==> src/rtl/ps2_host_tx.sv <==
// PS/2 host-to-device command transmitter: inhibits the bus, issues
// request-to-send, then shifts one odd-parity frame out on device clock edges.
module ps2_host_tx #(
   parameter int INHIBIT_CYC = 12000,
   parameter int RTS_CYC     = 200,
   parameter int TIMEOUT_CYC = 1500000
) (
   input  logic       CLK100MHz,
   input  logic       reset_n,
   input  logic [7:0] tx_data,
   input  logic       tx_valid,
   output logic       tx_ready,
   output logic       tx_done,
   output logic       tx_err,
   input  logic       ps2_clk_in,
   input  logic       ps2_data_in,
   output logic       ps2_clk_oe,
   output logic       ps2_data_oe,
   output logic [2:0] dbg_state_o
);

   localparam int MAX_AB  = (INHIBIT_CYC > RTS_CYC) ? INHIBIT_CYC : RTS_CYC;
   localparam int MAX_CYC = (MAX_AB > TIMEOUT_CYC) ? MAX_AB : TIMEOUT_CYC;
   localparam int CW      = $clog2(MAX_CYC + 1);

   localparam logic [CW-1:0] INH_LAST = CW'(INHIBIT_CYC - 1);
   localparam logic [CW-1:0] RTS_LAST = CW'(RTS_CYC - 1);
   localparam logic [CW-1:0] TO_LAST  = CW'(TIMEOUT_CYC - 1);

   localparam logic [2:0] S_IDLE      = 3'd0;
   localparam logic [2:0] S_INHIBIT   = 3'd1;
   localparam logic [2:0] S_RTS       = 3'd2;
   localparam logic [2:0] S_SEND      = 3'd3;
   localparam logic [2:0] S_ACK       = 3'd4;
   localparam logic [2:0] S_WAIT_IDLE = 3'd5;

   logic [2:0]    state_q, state_d;
   logic [9:0]    frame_q, frame_d;
   logic [3:0]    bit_cnt_q, bit_cnt_d;
   logic [CW-1:0] cnt_q, cnt_d;
   logic          clk_oe_q, clk_oe_d;
   logic          data_oe_q, data_oe_d;
   logic          done_q, done_d;
   logic          err_q, err_d;

   logic clk_s1_q, clk_s2_q, clk_s3_q;
   logic dat_s1_q, dat_s2_q;
   logic clk_fall;
   logic in_frame;

   // Synchronizers idle at 1 so reset release never looks like a falling edge.
   always_ff @(posedge CLK100MHz or negedge reset_n) begin
      if (!reset_n) begin
         clk_s1_q <= 1'b1;
         clk_s2_q <= 1'b1;
         clk_s3_q <= 1'b1;
         dat_s1_q <= 1'b1;
         dat_s2_q <= 1'b1;
      end else begin
         clk_s1_q <= ps2_clk_in;
         clk_s2_q <= clk_s1_q;
         clk_s3_q <= clk_s2_q;
         dat_s1_q <= ps2_data_in;
         dat_s2_q <= dat_s1_q;
      end
   end

   assign clk_fall = clk_s3_q & ~clk_s2_q;

   // One counter serves the inhibit hold, then restarts at RTS entry and
   // serves both the RTS hold and the frame timeout until IDLE.
   assign in_frame = (state_q == S_RTS) || (state_q == S_SEND) ||
                     (state_q == S_ACK) || (state_q == S_WAIT_IDLE);

   always_comb begin
      state_d   = state_q;
      frame_d   = frame_q;
      bit_cnt_d = bit_cnt_q;
      cnt_d     = cnt_q;
      clk_oe_d  = clk_oe_q;
      data_oe_d = data_oe_q;
      done_d    = 1'b0;
      err_d     = 1'b0;

      case (state_q)
         S_IDLE: begin
            cnt_d     = '0;
            clk_oe_d  = 1'b0;
            data_oe_d = 1'b0;
            // Handshake: a byte is taken in any cycle where tx_valid and
            // tx_ready are both high; tx_ready is high only in IDLE.
            if (tx_valid) begin
               frame_d  = {1'b1, ~^tx_data, tx_data};
               clk_oe_d = 1'b1;
               state_d  = S_INHIBIT;
            end
         end

         S_INHIBIT: begin
            if (cnt_q == INH_LAST) begin
               data_oe_d = 1'b1;
               cnt_d     = '0;
               state_d   = S_RTS;
            end else begin
               cnt_d = cnt_q + 1'b1;
            end
         end

         S_RTS: begin
            cnt_d = cnt_q + 1'b1;
            if (cnt_q == RTS_LAST) begin
               clk_oe_d  = 1'b0;
               bit_cnt_d = '0;
               state_d   = S_SEND;
            end
         end

         S_SEND: begin
            cnt_d = cnt_q + 1'b1;
            if (clk_fall) begin
               data_oe_d = ~frame_q[bit_cnt_q];
               bit_cnt_d = bit_cnt_q + 1'b1;
               if (bit_cnt_q == 4'd9) begin
                  state_d = S_ACK;
               end
            end
         end

         S_ACK: begin
            cnt_d = cnt_q + 1'b1;
            if (clk_fall) begin
               if (!dat_s2_q) begin
                  state_d = S_WAIT_IDLE;
               end else begin
                  err_d   = 1'b1;
                  state_d = S_IDLE;
               end
            end
         end

         S_WAIT_IDLE: begin
            cnt_d = cnt_q + 1'b1;
            if (clk_s2_q && dat_s2_q) begin
               done_d  = 1'b1;
               state_d = S_IDLE;
            end
         end

         default: begin
            clk_oe_d  = 1'b0;
            data_oe_d = 1'b0;
            state_d   = S_IDLE;
         end
      endcase

      if (in_frame && (cnt_q == TO_LAST)) begin
         clk_oe_d  = 1'b0;
         data_oe_d = 1'b0;
         done_d    = 1'b0;
         err_d     = 1'b1;
         state_d   = S_IDLE;
      end
   end

   always_ff @(posedge CLK100MHz or negedge reset_n) begin
      if (!reset_n) begin
         state_q   <= S_IDLE;
         frame_q   <= '0;
         bit_cnt_q <= '0;
         cnt_q     <= '0;
         clk_oe_q  <= 1'b0;
         data_oe_q <= 1'b0;
         done_q    <= 1'b0;
         err_q     <= 1'b0;
      end else begin
         state_q   <= state_d;
         frame_q   <= frame_d;
         bit_cnt_q <= bit_cnt_d;
         cnt_q     <= cnt_d;
         clk_oe_q  <= clk_oe_d;
         data_oe_q <= data_oe_d;
         done_q    <= done_d;
         err_q     <= err_d;
      end
   end

   assign tx_ready    = (state_q == S_IDLE);
   assign tx_done     = done_q;
   assign tx_err      = err_q;
   assign ps2_clk_oe  = clk_oe_q;
   assign ps2_data_oe = data_oe_q;
   assign dbg_state_o = state_q;

endmodule

==> config.mk <==
export PLATFORM = sky130hd
export DESIGN_NAME = ps2_host_tx
export DESIGN_NICKNAME = d
export VERILOG_FILES = /design/src/rtl/ps2_host_tx.sv
export SDC_FILE = /design/constraint.sdc
export NUM_CORES = 1
export LEC_CHECK = 0
export ABC_AREA = 0
export CAP_MARGIN = 20
export CORE_UTILIZATION = 45
export CTS_CLUSTER_DIAMETER = 50
export DETAILED_ROUTE_END_ITERATION = 8
export PLACE_DENSITY = 0.61
export SETUP_SLACK_MARGIN = 0.05
export SYNTH_ARGS = -nofsm -noshare
export SYNTH_HDL_FRONTEND = slang
export SYNTH_SLANG_ARGS = --single-unit
==> constraint.sdc <==
create_clock -name CLK100MHz -period 2.22 [get_ports CLK100MHz]
set_input_delay 0.333 -clock CLK100MHz [delete_from_list [all_inputs] [get_ports CLK100MHz]]
set_output_delay 0.333 -clock CLK100MHz [all_outputs]
set_load 0.03 [all_outputs]
==> flow_metrics.tcl, run 1 <==
set metrics [dict create \
    synth_simple_gate_area_frac 0.258 \
    highest_layer "met4" \
    grtUsageTotal 0.216 \
    clock.fmax_mhz 488 \
    r2r-start "cnt_q[15]$_DFFE_PN0P_" \
    cp-end-kind "flip-flop" \
    r2r_end "dbg_state_o[2]$_DFFE_PN0P_" \
    seq_area_frac_synth 0.448 \
    io_pins 21 \
    dieArea_sq_um 6170 \
    setup_tns_ns 0 \
    crit_type "flip-flop to flip-flop" \
    post-place-ws_ns 0.108 \
    post_drt_wl_per_cell_um 15.4 \
    hold_class "input port to asynchronous set/reset pin" \
    synth_adder_area_share 0.0190 \
    tritoncts "yes" \
    synth_top_family_by_area "simple AND/OR/NAND/NOR gates" \
    finalSetupViolCount 0 \
    power.internal_w 0.00198 \
    die_w_um 78.6 \
    outcome "finished, final reports clean" \
    die_height_um 78.6 \
    yosysWarnings 0 \
    required_ns 2.41 \
    num_vias 2161 \
    cts_root_buf "clkbuf_8" \
    n_antenna_cell 0 \
    syn_area_per_cell_sq_um 9.53 \
    comb_power_share 0.468 \
    wl_mm 5.96 \
    final_common_cell "dfrtp_1" \
    portBuffers 20 \
    nets 330 \
    postSynthCellCount 277 \
    synth_xor_area_frac 0.0631 \
    fin_cells 386 \
    cellPowerDensity_nw_per_um2 1050 \
    startpoint_type "flip-flop" \
    grt_max_degree 48 \
    cts_buffers 5 \
    ir_drop_uv 666 \
    rr_worst_depth 6 \
    r2r_setup_slack_ns 0.17 \
    syn_to_final_growth_pct 19.6 \
    antenna_found_initial 0 \
    met3_length_um 255 \
    synth_edf_count 0 \
    start_util 0.473 \
    clockBufferDepth 2 \
    slew_viol_final 0 \
    worstMarginPinSlew_ns 0.477 \
    viasPerCell 5.60 \
    seqPwrFrac 0.383 \
    syn_nets 294 \
    power_switching_w 0.00132 \
    placed_cells 376 \
    route.met2.wl_mm 2.94 \
    grt_pass1_vias 2160 \
    synth_cell_types 52 \
    critical_path_arrival_ns 2.23 \
    post-route-drc-count 0 \
    pwr-share-clk 0.149 \
    clk_latency_ns 0.29 \
    rsz0062_at_grt "no" \
    ys_ff_latch 47 \
    crit_start "cnt_q[15]$_DFFE_PN0P_" \
    fp-row-count 27 \
    maxSlewHeadroom 0.680 \
    dominantRegCellSynth "dfrtp_1" \
    clock-sinks 47 \
    worst_clock_skew_ns 0.00648 \
    grt_overflow_total 0 \
    clk_pin_slew_ns 0.08 \
    path_max_fanout 4 \
    synth_compound_area_frac 0.109 \
    ant_nets 0 \
    final_cell_mix "dfrtp_1 (40), nor2_1 (35), nand2_1 (21)" \
    drv_cap 0 \
    coreArea_sq_um 5570 \
    wl_met1_mm 2.67 \
    gp_congestion 0.812 \
    post-route-period-util 0.922 \
    holdBufCountCts 0 \
    htreeDepth 2 \
    post-route-worst-setup-slack_ns 0.173 \
    num-fill-cells 535 \
    async_flop_share 1.00 \
    p_leak_nw 1.30 \
    layout-drive-gt1-share 0.204 \
    grt_pass1_wl_mm 10.1 \
    period_minus_slack_ns 2.05 \
    swShare 0.401 \
    syn_area_sq_um 2640 \
    dpl.hpwl_mm 4.30 \
    hold_viol 0 \
    first_iter_violations 109 \
    firstDrtPassIters 4 \
    synthMuxAreaShare 0.0702 \
]
power groups by stage:
stage / logic, W / clock network (W) / registers, W
3_3_place_gp: 0.00149 / 0 / 0.00128
4_1_cts: 0.00152 / 0.000518 / 0.00127
5_1_grt: 0.00172 / 0.000548 / 0.00130
6_report: 0.00154 / 0.000493 / 0.00126
3_5_place_dp: 0.00151 / 0 / 0.00128
2_1_floorplan: 0.00113 / 0 / 0.00124
what timing repair did:
action	CTS	global route
setup endpoints to repair	0	26
buffers inserted	0	1
resized for setup	0	7
cell type report:
type | instances | area [sq um] | share of cell area
inverter | 7 | 26.3 | 0.00832
tap | 72 | 90.1 | 0.0285
timing repair buffer | 41 | 368 | 0.117
sequential | 47 | 1180 | 0.375
multi-input combinational | 211 | 1410 | 0.446
clock buffer | 7 | 76.3 | 0.0242
clock inverter | 1 | 5.00 | 0.00159
sequential cells by signal, summed over array words and instances (netlist names):
name,cells
dbg_state_o,3
cnt_q,21
clk_s3_q,1
dat_s1_q,1
ps2_clk_oe,1
clk_s1_q,1
tx_err,1
tx_done,1
bit_cnt_q,4
frame_q,10
dat_s2_q,1
ps2_data_oe,1
clk_s2_q,1
critical path: stages, from the launching register on:
cell and delay (ns):
dfrtp_1 0.39, or4_4 0.57, nor4_4 0.30, a21o_1 0.22
and3b_1 0.22, mux2i_1 0.19, nor2_1 0.05
through the flow:
step | hold WS [ns] | utilization | total power, W | instance area (sq um)
after floorplan | 0.0374 | - | 0.00237 | 2650
after global placement | 0.337 | 0.545 | 0.00277 | 3040
after detailed placement | 0.337 | 0.545 | 0.00279 | 3040
after CTS | 0.00399 | 0.559 | 0.00330 | 3120
after global routing | 0.0205 | 0.566 | 0.00356 | 3160
final | 0.00218 | 0.566 | 0.00330 | 3160
logic make-up after synthesis:
group	Yosys count
simple gates	128
flops	47
compound gates	43
buf+inv	20
xor+xnor	19
mux	16
fa+ha+maj	4
synth_stat cells, types with 5 or more instances:
cell | n | area [sq um]
xor2_1 | 8 | 70.1
mux2i_1 | 5 | 50.1
dfstp_2 | 5 | 131
a31oi_1 | 6 | 37.5
xnor2_1 | 11 | 96.3
mux2_2 | 10 | 113
nand2_1 | 21 | 78.8
a21oi_1 | 13 | 65.1
inv_1 | 7 | 26.3
nor3_1 | 20 | 100
o21ai_0 | 6 | 30.0
clkbuf_1 | 7 | 26.3
nor2_1 | 35 | 131
nand3_1 | 13 | 65.1
dfrtp_1 | 42 | 1050
how the worst max path moves through the flow:
| stage | to |
|---|---|
| floorplan | frame_q[1]$_DFFE_PN0P_ |
| global placement | dbg_state_o[2]$_DFFE_PN0P_ |
| detailed placement | cnt_q[15]$_DFFE_PN0P_ |
| CTS | tx_ready |
| global route | dbg_state_o[2]$_DFFE_PN0P_ |
| finish | dbg_state_o[2]$_DFFE_PN0P_ |
layer usage:
layer | track usage | up-vias
met3 | 0.0407 | 6
met2 | 0.365 | 47
met4 | 0.0741 | 0
li1 | - | 1059
met1 | 0.275 | 1049
met5 | 0 | -
Note: power is estimated with default switching activity, not from simulation.
==> run 2: changes to the inputs <==
--- a/config.mk
+++ b/config.mk
@@ -8,9 +8,7 @@
 export ABC_AREA = 0
 export CAP_MARGIN = 20
 export CORE_UTILIZATION = 45
-export CTS_CLUSTER_DIAMETER = 50
 export DETAILED_ROUTE_END_ITERATION = 8
-export PLACE_DENSITY = 0.61
 export SETUP_SLACK_MARGIN = 0.05
 export SYNTH_ARGS = -nofsm -noshare
 export SYNTH_HDL_FRONTEND = slang
==> run 2 against run 1 <==
Against the previous run:
- worst setup slack worse by 0.073 ns
- sequential power barely moved
- non-clock buffer count increased by 5
- hold slack gained 0.049 ns
- clock power grew 26%
- maximum frequency decreased by 3.4%
==> flow_metrics.tcl, run 2 (same netlist as run 1, synthesis figures left out) <==
set metrics [dict create \
    layout-drive-gt1-share 0.223 \
    clockBufferDepth 2 \
    dpl.hpwl_mm 4.40 \
    rsz0062_at_grt "yes" \
    comb_power_share 0.469 \
    outcome "finished, final reports clean" \
    start_util 0.473 \
    portBuffers 20 \
    tritoncts "yes" \
    cp_slowest_cell "or4_1" \
    path_max_fanout 5 \
    htreeDepth 2 \
    die_w_um 78.6 \
    grt_max_degree 30 \
    required_ns 2.42 \
    grt_pass1_wl_mm 10.0 \
    setup_tns_ns 0 \
    io_pins 21 \
    pwr-share-clk 0.179 \
    cts_buffers 5 \
    crit_type "flip-flop to flip-flop" \
    nets 335 \
    cellPowerDensity_nw_per_um2 1080 \
    num_vias 2214 \
    post_drt_wl_per_cell_um 15.6 \
    final_common_cell "dfrtp_1" \
    period_minus_slack_ns 2.12 \
    fp-row-count 27 \
    swShare 0.391 \
    holdBufCountCts 0 \
    ir_drop_uv 760 \
    viasPerCell 5.66 \
    finalSetupViolCount 0 \
    busiest_layer "met2" \
    num-fill-cells 511 \
    syn_to_final_growth_pct 21.9 \
    postPlaceCellArea_sq_um 3050 \
    path_cells "or4_1 -> nor4_2 -> a21o_1 -> and3b_2 -> mux2i_1 -> nor2_1" \
    drv_cap 0 \
    final_area_sq_um 3220 \
    post-route-drc-count 0 \
    grtUsageTotal 0.212 \
    post-route-period-util 0.955 \
    antenna_found_initial 0 \
    p_leak_nw 1.33 \
    gp_congestion 0.873 \
    hold_viol 0 \
    worst_clock_skew_ns 0.0126 \
    clk_latency_ns 0.30 \
    die_height_um 78.6 \
    max_stage_delay_ns 0.54 \
    post-place-ws_ns 0.0277 \
    critical_path_arrival_ns 2.32 \
    power.internal_w 0.00212 \
    slew_viol_final 0 \
    clock.fmax_mhz 472 \
    clock-sinks 47 \
    worstMarginPinSlew_ns 0.672 \
    firstDrtPassIters 4 \
    dieArea_sq_um 6170 \
    grtUsageMet1 0.289 \
    coreArea_sq_um 5570 \
    whs_ns 0.0517 \
    clk_pin_slew_ns 0.09 \
    met2_usage 0.352 \
    maxSlewHeadroom 0.552 \
    use_met3 0.0349 \
    wl_mm 6.09 \
    grt_pass1_vias 2052 \
    first_iter_violations 216 \
    post-route-util 0.577 \
    seqPwrFrac 0.353 \
    ant_nets 0 \
    post-route-worst-setup-slack_ns 0.0995 \
    power_switching_w 0.00136 \
    n_antenna_cell 0 \
    final_cell_mix "dfrtp_1 (42), nor2_1 (35), buf_4 (26)" \
    largest_reg_flops 21 \
    startpoint_type "flip-flop" \
    top_regs "cnt_q (21), frame_q (10), bit_cnt_q (4)" \
    cts_root_buf "clkbuf_8" \
    hold_class "input port to asynchronous set/reset pin" \
    grt_overflow_total 0 \
    regMostFlops "cnt_q" \
    cp-end-kind "flip-flop" \
]
-- run 2: layer usage --
layer / wire length (um) / part of all wire
met1: 2780 / 0.46
met2: 2960 / 0.49
met4: 69 / 0.011
met3: 289 / 0.047
met5: 0 / 0
-- run 2: critical path: cells and delay by family (launching register included) --
family / cells / cell delay (ns)
AOI/OAI and AO/OA: 1 / 0.26
and+or+nand+nor: 4 / 1.16
DFF: 1 / 0.42
muxes: 1 / 0.18
-- run 2: timing repair --
action | CTS | global route
endpoints found under the hold margin | 0 | 0
gates cloned | 0 | 1
pin swaps | 0 | 3
buffers inserted | 0 | 3
setup endpoints to repair | 1 | 20
resized for setup | 1 | 7
-- run 2: worst paths after layout --
kind / cells past startpoint / start / slack, ns / end
setup / recovery: 6 / cnt_q[4]$_DFFE_PN0P_ / 0.1 / dbg_state_o[2]$_DFFE_PN0P_
hold / removal: 1 / reset_n / 0.05 / cnt_q[18]$_DFFE_PN0P_
setup reg to reg: 6 / cnt_q[4]$_DFFE_PN0P_ / 0.1 / dbg_state_o[2]$_DFFE_PN0P_
hold reg to reg: 0 / clk_s1_q$_DFF_PN1_ / 0.36 / clk_s2_q$_DFF_PN1_
max in group asynchronous: 2 / reset_n / 1.50 / dat_s2_q$_DFF_PN1_
min in group CLK100MHz: 0 / clk_s1_q$_DFF_PN1_ / 0.36 / clk_s2_q$_DFF_PN1_
-- run 2: power groups by stage --
stage | logic (W) | clock network, W | registers [W]
finish | 0.00163 | 0.000622 | 0.00123
global route | 0.00178 | 0.000677 | 0.00126
CTS | 0.00156 | 0.000637 | 0.00123
detailed placement | 0.00156 | 0 | 0.00124
global placement | 0.00156 | 0 | 0.00124
floorplan | 0.00113 | 0 | 0.00124
-- run 2: metrics by stage --
stage          total power (W)  cells
5_1_grt                0.00371    391
3_5_place_dp           0.00280    379
2_1_floorplan          0.00237    277
6_report               0.00348    391
3_3_place_gp           0.00280    379
4_1_cts                0.00343    387
-- run 2: layout make-up --
cell class	count	area, sq um	area share
repair buffers	46	393	0.122
flip-flops and latches	47	1180	0.368
clock buffers	6	72.6	0.0226
clock inverters	2	37.5	0.0117
inverters	7	26.3	0.00817
well taps	72	90.1	0.0280
multi-input cells	211	1420	0.440
